[config.mk]
export PLATFORM = sky130hd
export DESIGN_NAME = ft245_fifo_port
export DESIGN_NICKNAME = d
export VERILOG_FILES = /design/src/rtl/ft245_fifo_port.sv
export SDC_FILE = /design/constraint.sdc
export NUM_CORES = 1
export LEC_CHECK = 0
export CORE_MARGIN = 5
export CORE_UTILIZATION = 60
export CTS_CLUSTER_DIAMETER = 120
export DETAILED_ROUTE_END_ITERATION = 10
export DONT_BUFFER_PORTS = 1
export PLACE_DENSITY_LB_ADDON = 0.12
export SYNTH_ARGS = -nofsm -noshare
export SYNTH_HDL_FRONTEND = slang
export SYNTH_SLANG_ARGS = --single-unit
[constraint.sdc]
create_clock -name clk -period 6.9 [get_ports clk]
set_input_delay 1.38 -clock clk [delete_from_list [all_inputs] [get_ports clk]]
set_output_delay 1.38 -clock clk [all_outputs]
set_load 0.05 [all_outputs]
[src/rtl/ft245_fifo_port.sv]
// ft245_fifo_port: FT245-style async bus port with RX/TX byte FIFOs to a valid/ready link.
// Bus strobes are synchronized and edge-detected; edges are ignored until the synchronizer holds real samples.
module ft245_fifo_port #(
    parameter int DEPTH = 16
) (
    input  logic       clk,
    input  logic       _reset,
    input  logic       _rd,
    input  logic       wr,
    input  logic [7:0] d_in,
    output logic [7:0] d_out,
    output logic       d_oe,
    output logic       _rdf,
    output logic       _txe,
    input  logic [7:0] rx_data,
    input  logic       rx_valid,
    output logic       rx_ready,
    output logic [7:0] tx_data,
    output logic       tx_valid,
    input  logic       tx_ready,
    output logic       err_underrun,
    output logic       err_overrun,
    input  logic       err_clr
);
    localparam int AW = $clog2(DEPTH);
    localparam logic [AW:0] FULL = DEPTH[AW:0];

    logic [7:0] rx_mem [DEPTH];
    logic [7:0] tx_mem [DEPTH];
    logic [AW-1:0] rx_wp, rx_rp, tx_wp, tx_rp;
    logic [AW:0] cnt_rx, cnt_tx, cnt_rx_n, cnt_tx_n;
    logic [2:0] rd_s, wr_s;
    logic [7:0] din_s1, din_s2, din_s3;
    logic [1:0] st;
    logic ready, wr_arm, rd_emp;
    logic rd_fall, rd_rise, wr_fall, wr_rise;
    logic rx_push, rx_pop, tx_push, tx_pop, unr, ovr;

    // stage [1] is the second synchronizer flop, stage [2] its history for edge detection
    assign ready   = st == 2'd3;
    assign rd_fall = ready & rd_s[2] & ~rd_s[1];
    assign rd_rise = ready & ~rd_s[2] & rd_s[1];
    assign wr_rise = ready & ~wr_s[2] & wr_s[1];
    assign wr_fall = ready & wr_s[2] & ~wr_s[1];
    assign unr     = rd_fall & (cnt_rx == '0);
    assign rx_push = rx_valid & rx_ready;
    assign rx_pop  = rd_rise & d_oe & ~rd_emp;
    assign tx_push = wr_fall & wr_arm & (cnt_tx != FULL);
    assign ovr     = wr_fall & wr_arm & (cnt_tx == FULL);
    assign tx_pop  = tx_valid & tx_ready;
    assign cnt_rx_n = cnt_rx + (AW+1)'(rx_push) - (AW+1)'(rx_pop);
    assign cnt_tx_n = cnt_tx + (AW+1)'(tx_push) - (AW+1)'(tx_pop);
    assign tx_data = tx_mem[tx_rp];

    always_ff @(posedge clk) begin
        if (rx_push) rx_mem[rx_wp] <= rx_data;
        if (tx_push) tx_mem[tx_wp] <= din_s3;
    end

    always_ff @(posedge clk or negedge _reset) begin
        if (!_reset) begin
            rd_s <= 3'b111;
            wr_s <= 3'b000;
            din_s1 <= 8'h00;
            din_s2 <= 8'h00;
            din_s3 <= 8'h00;
            st <= 2'd0;
            wr_arm <= 1'b0;
            rd_emp <= 1'b0;
            d_oe <= 1'b0;
            d_out <= 8'h00;
            rx_wp <= '0;
            rx_rp <= '0;
            tx_wp <= '0;
            tx_rp <= '0;
            cnt_rx <= '0;
            cnt_tx <= '0;
            rx_ready <= 1'b0;
            tx_valid <= 1'b0;
            _rdf <= 1'b1;
            _txe <= 1'b0;
            err_underrun <= 1'b0;
            err_overrun <= 1'b0;
        end else begin
            rd_s <= {rd_s[1:0], _rd};
            wr_s <= {wr_s[1:0], wr};
            din_s1 <= d_in;
            din_s2 <= din_s1;
            din_s3 <= din_s2;
            st <= ready ? st : st + 2'd1;
            wr_arm <= wr_rise | (wr_arm & ~wr_fall);
            if (rd_fall) begin
                d_oe <= 1'b1;
                rd_emp <= unr;
                d_out <= unr ? 8'h00 : rx_mem[rx_rp];
            end else if (rd_rise) d_oe <= 1'b0;
            rx_wp <= rx_wp + AW'(rx_push);
            rx_rp <= rx_rp + AW'(rx_pop);
            tx_wp <= tx_wp + AW'(tx_push);
            tx_rp <= tx_rp + AW'(tx_pop);
            cnt_rx <= cnt_rx_n;
            cnt_tx <= cnt_tx_n;
            rx_ready <= cnt_rx_n != FULL;
            tx_valid <= cnt_tx_n != '0;
            _rdf <= cnt_rx == '0;
            _txe <= cnt_tx == FULL;
            err_underrun <= unr | (err_underrun & ~err_clr);
            err_overrun <= ovr | (err_overrun & ~err_clr);
        end
    end
endmodule

==> key figures, run 1 <==
Critical path
  – Reg-to-reg endpoint: rx_ready
  – CP Buf/Inv Count: 0
  – Worst path max stage delay: approximately 1.0 ns
  – CP Class: flip-flop to primary output
  – Largest delay share family, worst path: multiplexers
  – Reg2reg start: st[0]
  – Worst Setup End Kind: primary output
  – Worst path arrival time: 2.92 ns
  – Worst reg2reg path depth: 10
  – Crit Path Max Fanout: 35
  – Critical path cell sequence: mux4_1 > mux4_2
  – Crit-path slowest cell: dfrtp_2
  – Worst setup SP type: flip-flop
  – Reg2reg setup slack: ~4.0 ns
  – Req. time, crit path: 5.52 ns

Synthesis
  – Synth async-reset ratio: 0.227
  – Post-synth EDFFs: about 260
  – Synth Register Bits: 331
  – Synth Instances: 616
  – Seq/Total Area, Yosys: 0.750
  – Top cell type by total area after synthesis: edfxtp_1
  – Synth Net Count: 660
  – Ys Warns: 0
  – Commonest cells post-synth: edfxtp_1 (256), dfrtp_1 (71), mux4_2 (51), mux2i_1 (28), nor2_1 (27)
  – Post-synth top area share: 0.602
  – Synth area leaders: edfxtp_1 (60%), dfrtp_1 (14%), mux4_2 (9.0%), mux4_1 (3.7%), mux2i_1 (2.2%)
  – Most used DFF post-synth: edfxtp_1
  – Unique cell type count in the Yosys netlist: 43
  – Most common cell in the netlist: edfxtp_1
  – Syn Area/Cell: ~21 sq um
  – Post-Syn Area: ~13000 sq um

CTS
  – PostCTS Resize Cnt: 0
  – CTS clock-pin slew for the worst setup and hold paths: 0.06 ns
  – Num Clock Sinks: 331
  – Hold_buf cts: 0
  – Clock root cell: clkbuf_16
  – Number of buffers created by CTS: 31
  – CTS tree: done
  – Bufs on Longest Clock Path: 3
  – H-tree depth: 1
  – Clock latency on the worst-skew pair: 0.54 ns
  – Post-CTS setup buffer count: 0

Placed design
  – I/O Buffers: 0
  – RD Place Congestion: 0.801
  – Place WS: 3.11 ns
  – Post-DP HPWL: around 15 mm

Outcome
  – Status: finished clean

Pwr
  – VDD IR max: approximately 270 uV
  – Leakage power: 4.86 nW
  – Pwr/cell area: 416 nW/um^2

Die
  – Die Area: 24300 sq um
  – Core area: 21000 sq um
  – Die Span Y: 156 microns
  – Die span in x: 156 microns
  – Initial Util: 0.609
  – Top-level I/O count: 46
  – Cell Rows: 53

Timing
  – Setup Viol. Count Final: 0
  – Slew Limit Fails: 0
  – RSZ-0062 raised after global routing: false
  – Setup_tns: 0 ns
  – Period Utilization, post-route: 0.624
  – Hold Fails Final Rpt: 0
  – Slew HR: 0.232
  – Final worst slack: 2.60 ns
  – Min Clock Period, post-route: 4.30 ns
  – Fmax: 0.232 GHz
  – Worst-Margin Slew: about 1.2 ns
  – Clk_skew: 0.0153 ns

Min path
  – HP Class: flip-flop to flip-flop
  – Hold Startpoint: din_s1[7]
  – WHS Endpoint: din_s2[7]
  – Worst hold path stage count: 0

Detailed routing
  – Drt via density: 6.14
  – DRT Pass-1 Iters: 5
  – Final WL: 22.9 mm
  – Antenna viol nets, final: 0
  – Initial DRC count: 448
  – # DRC: 0
  – Wire per inst: 24.7 microns
  – Via count: 5697

Global routing
  – Number of global-route vias before repair: between 5k and 6k
  – First-pass GRT wire length: 35.6 mm
  – Initial antenna violation count: 0
  – Congestion Overflow GR: 0
  – Largest net degree at the start of global routing: 76
  – Total track usage: 0.195

Layout
  – Ant diodes: 0
  – P&R area growth vs syn: 9.40%
  – NumNets Final: 673
  – Layout cell share with drive strength beyond 1: 0.172
  – # fillers: 1398

Run
  – Max cap viols: 0
==> metrics by stage <==
stage	instances	hold WS, ns	instance area (sq um)	power, W	utilization
4_1_cts	928	0.349	14000	0.00586	0.666
2_1_floorplan	616	0.331	12800	0.00397	-
3_5_place_dp	871	0.335	13000	0.00424	0.619
5_1_grt	928	0.352	14000	0.00609	0.666
6_report	928	0.346	14000	0.00581	0.666
3_3_place_gp	871	0.334	13000	0.00417	0.619
==> report_power, final <==
part | switching, W | internal, W
sequential | 0.000401 | 0.00238
combinational | 0.000729 | 0.000666
clock | 0.000666 | 0.000964
total | 0.00180 | 0.00401
==> metal layers <==
layer  up-vias  wire, microns  GRT usage
li1       2489              -          -
met1      2985           9770      0.290
met2       188          11200      0.305
met3        35           1560     0.0413
met4         0            428     0.0475
met5         -              0          0
==> layout make-up <==
class | count | area, sq um | share of cell area
clock inverters | 4 | 68.8 | 0.00493
inverters | 18 | 67.6 | 0.00484
flip-flops and latches | 331 | 9570 | 0.686
multi-input cells | 243 | 2960 | 0.212
clock buffers | 53 | 912 | 0.0653
repair buffers | 4 | 30.0 | 0.00215
well taps | 275 | 344 | 0.0246
==> worst reg2reg max path: cells and delay by family, from the launching register on <==
kind | cells | cell delay (ns)
flops | 1 | 0.37
simple gates | 3 | 0.79
fa+ha+maj | 3 | 0.98
compound gates | 2 | 0.24
xor+xnor | 2 | 0.39
==> sequential cells by signal, summed over array words and instances (netlist names), 2 cells and up <==
name,count
rd_s,3
rx_mem,128
din_s1,8
cnt_rx,5
tx_mem,128
wr_s,3
tx_rp,4
cnt_tx,5
din_s2,8
d_out,8
rx_rp,4
tx_wp,4
st,2
din_s3,8
rx_wp,4
==> cell usage in the layout, fill, tap and decap left out, types with 2 or more instances in the layout <==
master and count:
nor3_1 4, clkbuf_8 5, nor2_1 27, ha_1 19
a21oi_1 5, o21ai_0 5, dfrtp_2 3, nor3_2 6
nand2_1 14, mux4_1 18, buf_4 4, bufinv_16 2
and2_1 3, edfxtp_1 256, nand3_1 6, dfstp_2 4
xnor2_1 9, fa_1 2, clkbuf_16 31, nand3b_1 3
a22o_1 8, mux4_2 51, a21o_1 2, xor2_1 9
inv_1 17, nor2b_1 3, nand2b_1 5, a221oi_1 2
or3_1 2, dfrtp_1 68, mux2i_1 28, o21bai_1 2
clkbuf_1 16
==> worst max-delay path by stage <==
stage                  start    endpoint  cells past startpoint
CTS                 tx_rp[0]  tx_data[5]                      2
global placement    tx_rp[0]  tx_data[3]                      2
floorplan           tx_rp[0]  tx_data[3]                      4
global route        tx_rp[0]  tx_data[5]                      2
finish              tx_rp[0]  tx_data[4]                      2
detailed placement  tx_rp[0]  tx_data[5]                      2
==> kinds of logic after synthesis <==
group	after synthesis	share of synthesized area
flip-flops	331	0.750
multiplexers	98	0.150
AND/OR/NAND/NOR	80	0.0317
buffers and inverters	42	0.0201
AO/OA/AOI/OAI	26	0.0142
adder cells (fa/ha/maj)	21	0.0218
XOR/XNOR	18	0.0124
No activity file was read; power rests on OpenSTA's default activity.
==> inputs of run 2 (changes only) <==
ABC_AREA = 1   (was unset)
CORE_UTILIZATION = 57   (was 60)
clock period = 3.7 ns   (was 6.9 ns; I/O delays follow)
==> key figures, run 2 <==
Outcome
  – Status: finished clean

Global routing
  – Congestion Overflow GR: 0
  – Number of global-route vias before repair: 7529
  – First-pass GRT wire length: 43.4 mm
  – Largest net degree at the start of global routing: 72
  – Initial antenna violation count: 0
  – Total track usage: 0.216

Synthesis
  – Commonest cells post-synth: edfxtp_1 (256), nand2_1 (252), nor2_1 (132), nand3_1 (98), dfrtp_1 (71)
  – Synth Register Bits: 331
  – Top cell type by total area after synthesis: edfxtp_1
  – Ys Warns: 0
  – Post-synth EDFFs: around 260
  – Synth Instances: 1069
  – Most used DFF post-synth: edfxtp_1
  – Synth area leaders: edfxtp_1 (59%), dfrtp_1 (14%), nand2_1 (7.2%), nor2_1 (3.8%), nand3_1 (3.8%)
  – Synth async-reset ratio: 0.227
  – Syn Area/Cell: 12.2 sq um
  – Post-Syn Area: 13100 sq um
  – Post-synth top area share: 0.588
  – Unique cell type count in the Yosys netlist: 29
  – Most common cell in the netlist: edfxtp_1
  – Seq/Total Area, Yosys: 0.732
  – Synth Net Count: 1113

Critical path
  – Crit-path slowest cell: buf_4
  – Worst path arrival time: 2.45 ns
  – Worst path max stage delay: 0.50 ns
  – CP Buf/Inv Count: 1
  – Largest delay share family, worst path: simple AND/OR/NAND/NOR gates
  – Worst setup SP type: flip-flop
  – Worst Setup End Kind: primary output
  – CP Class: flip-flop to primary output
  – Req. time, crit path: between 2 and 3 ns
  – Crit Path Max Fanout: 65
  – Critical path cell sequence: buf_4 > o21ai_0 > o211ai_1 > nand3_1 > nand2_1

Detailed routing
  – Drt via density: 5.63
  – Antenna viol nets, final: 0
  – DRT Pass-1 Iters: 7
  – Via count: 7761
  – Final WL: 27.9 mm
  – Initial DRC count: 834
  – Wire per inst: 20.2 microns
  – # DRC: 0

Layout
  – # fillers: around 1.7k
  – Most common cell after layout, fill and taps aside: edfxtp_1
  – Register area: 9570 sq um
  – NumNets Final: between 1k and 1.5k
  – Ant diodes: 0
  – Multi-input gate area: approximately 3100 sq um
  – Layout cell share with drive strength beyond 1: 0.0640
  – P&R area growth vs syn: 9.85%
  – Regs by FF count: rx_mem x128, tx_mem x128
  – Most frequent cells in the layout: edfxtp_1 (256), nand2_1 (252), nor2_1 (132)

CTS
  – Clock latency on the worst-skew pair: between 0.4 and 0.5 ns
  – H-tree depth: 2
  – CTS tree: done
  – CTS clock-pin slew for the worst setup and hold paths: 0.06 ns
  – Num Clock Sinks: 331
  – Number of buffers created by CTS: 34
  – Bufs on Longest Clock Path: 3
  – PostCTS Resize Cnt: 0
  – Clock root cell: clkbuf_16

Timing
  – Clk_skew: 0.0122 ns
  – RSZ-0062 raised after global routing: false
  – Final worst slack: slightly above 0.5 ns
  – Hold Fails Final Rpt: 0
  – Setup Viol. Count Final: 0
  – Min Clock Period, post-route: 3.19 ns
  – Slew HR: 0.427
  – Setup_tns: 0 ns
  – Fmax: between 0.3 and 0.4 GHz
  – Period Utilization, post-route: 0.862
  – Worst-Margin Slew: 0.856 ns
  – Slew Limit Fails: 0

Placed design
  – Place WS: between 0.8 and 0.9 ns
  – Post-DP HPWL: 16.9 mm
  – RD Place Congestion: 0.835
  – I/O Buffers: 0

Run
  – Max cap viols: 0

Pwr
  – Leakage power: 5.41 nW
  – Pwr/cell area: 821 nW/um^2
  – VDD IR max: 608 uV

Die
  – Die Area: 26100 sq um
  – Die span in x: 161 microns
  – Die Span Y: 161 microns
  – Initial Util: 0.578
  – Core area: ~23000 sq um
  – Cell Rows: 55
  – Top-level I/O count: 46

Min path
  – HP Class: input port to async pin
[run 2: logic make-up (layout without fill, tap and decap cells)]
kind of cell | after synthesis | count (layout) | share of synthesized area
and+or+nand+nor | 493 | 493 | 0.154
DFF | 331 | 331 | 0.732
AOI/OAI and AO/OA | 117 | 117 | 0.0503
buffers and inverters | 90 | 114 | 0.0313
adders and majority gates | 21 | 21 | 0.0212
xor gates and xnor gates | 17 | 17 | 0.0114
[run 2: worst paths after layout]
path                       cells past startpoint  slack (ns)       from          to
hold / removal                                 0        0.09     _reset        _rdf
setup / recovery                               5        0.51   tx_rp[0]  tx_data[5]
min in group clk                               0        0.24        _rd     rd_s[0]
hold reg to reg                                0        0.34  din_s1[4]   din_s2[4]
max in group asynchronous                      1        3.24     _reset    rx_rp[0]
setup reg to reg                              13        0.81      st[0]    rx_ready
[run 2: layout make-up]
| cell class | instances | share of cell area |
|---|---|---|
| inverters | 43 | 0.0114 |
| clock buffers | 47 | 0.0670 |
| flip-flops and latches | 331 | 0.666 |
| clock inverters | 14 | 0.00819 |
| repair buffers | 10 | 0.00662 |
| well taps | 285 | 0.0248 |
| multi-input cells | 648 | 0.216 |
[run 2: per-layer routing]
metal	up-vias	GRT usage	share of wire
li1	3687	-	-
met1	3743	0.333	0.45
met2	291	0.328	0.45
met3	40	0.0424	0.080
met4	0	0.0430	0.015
met5	-	0	0
[run 2: report_power, final]
part / total (W) / switching, W / internal (W)
clock: 0.00328 / 0.00132 / 0.00196
combinational: 0.00356 / 0.00262 / 0.000947
sequential: 0.00495 / 0.000492 / 0.00446
total: 0.0118 / 0.00443 / 0.00736
[run 2: stage by stage]
step	cells	area (sq um)	power (W)	utilization	hold WS, ns
after global placement	1316	13300	0.00848	0.586	0.332
after CTS	1378	14400	0.0119	0.635	0.0695
after detailed placement	1316	13300	0.00856	0.586	0.335
after global routing	1378	14400	0.0125	0.635	0.0599
after floorplan	1069	13100	0.00762	-	0.331
final	1378	14400	0.0118	0.635	0.0913
[run 2: what timing repair did]
item / in CTS / in global routing
setup buffers: 0 / 0
hold buffers: 1 / 0
hold endpoints to repair: 71 / 0
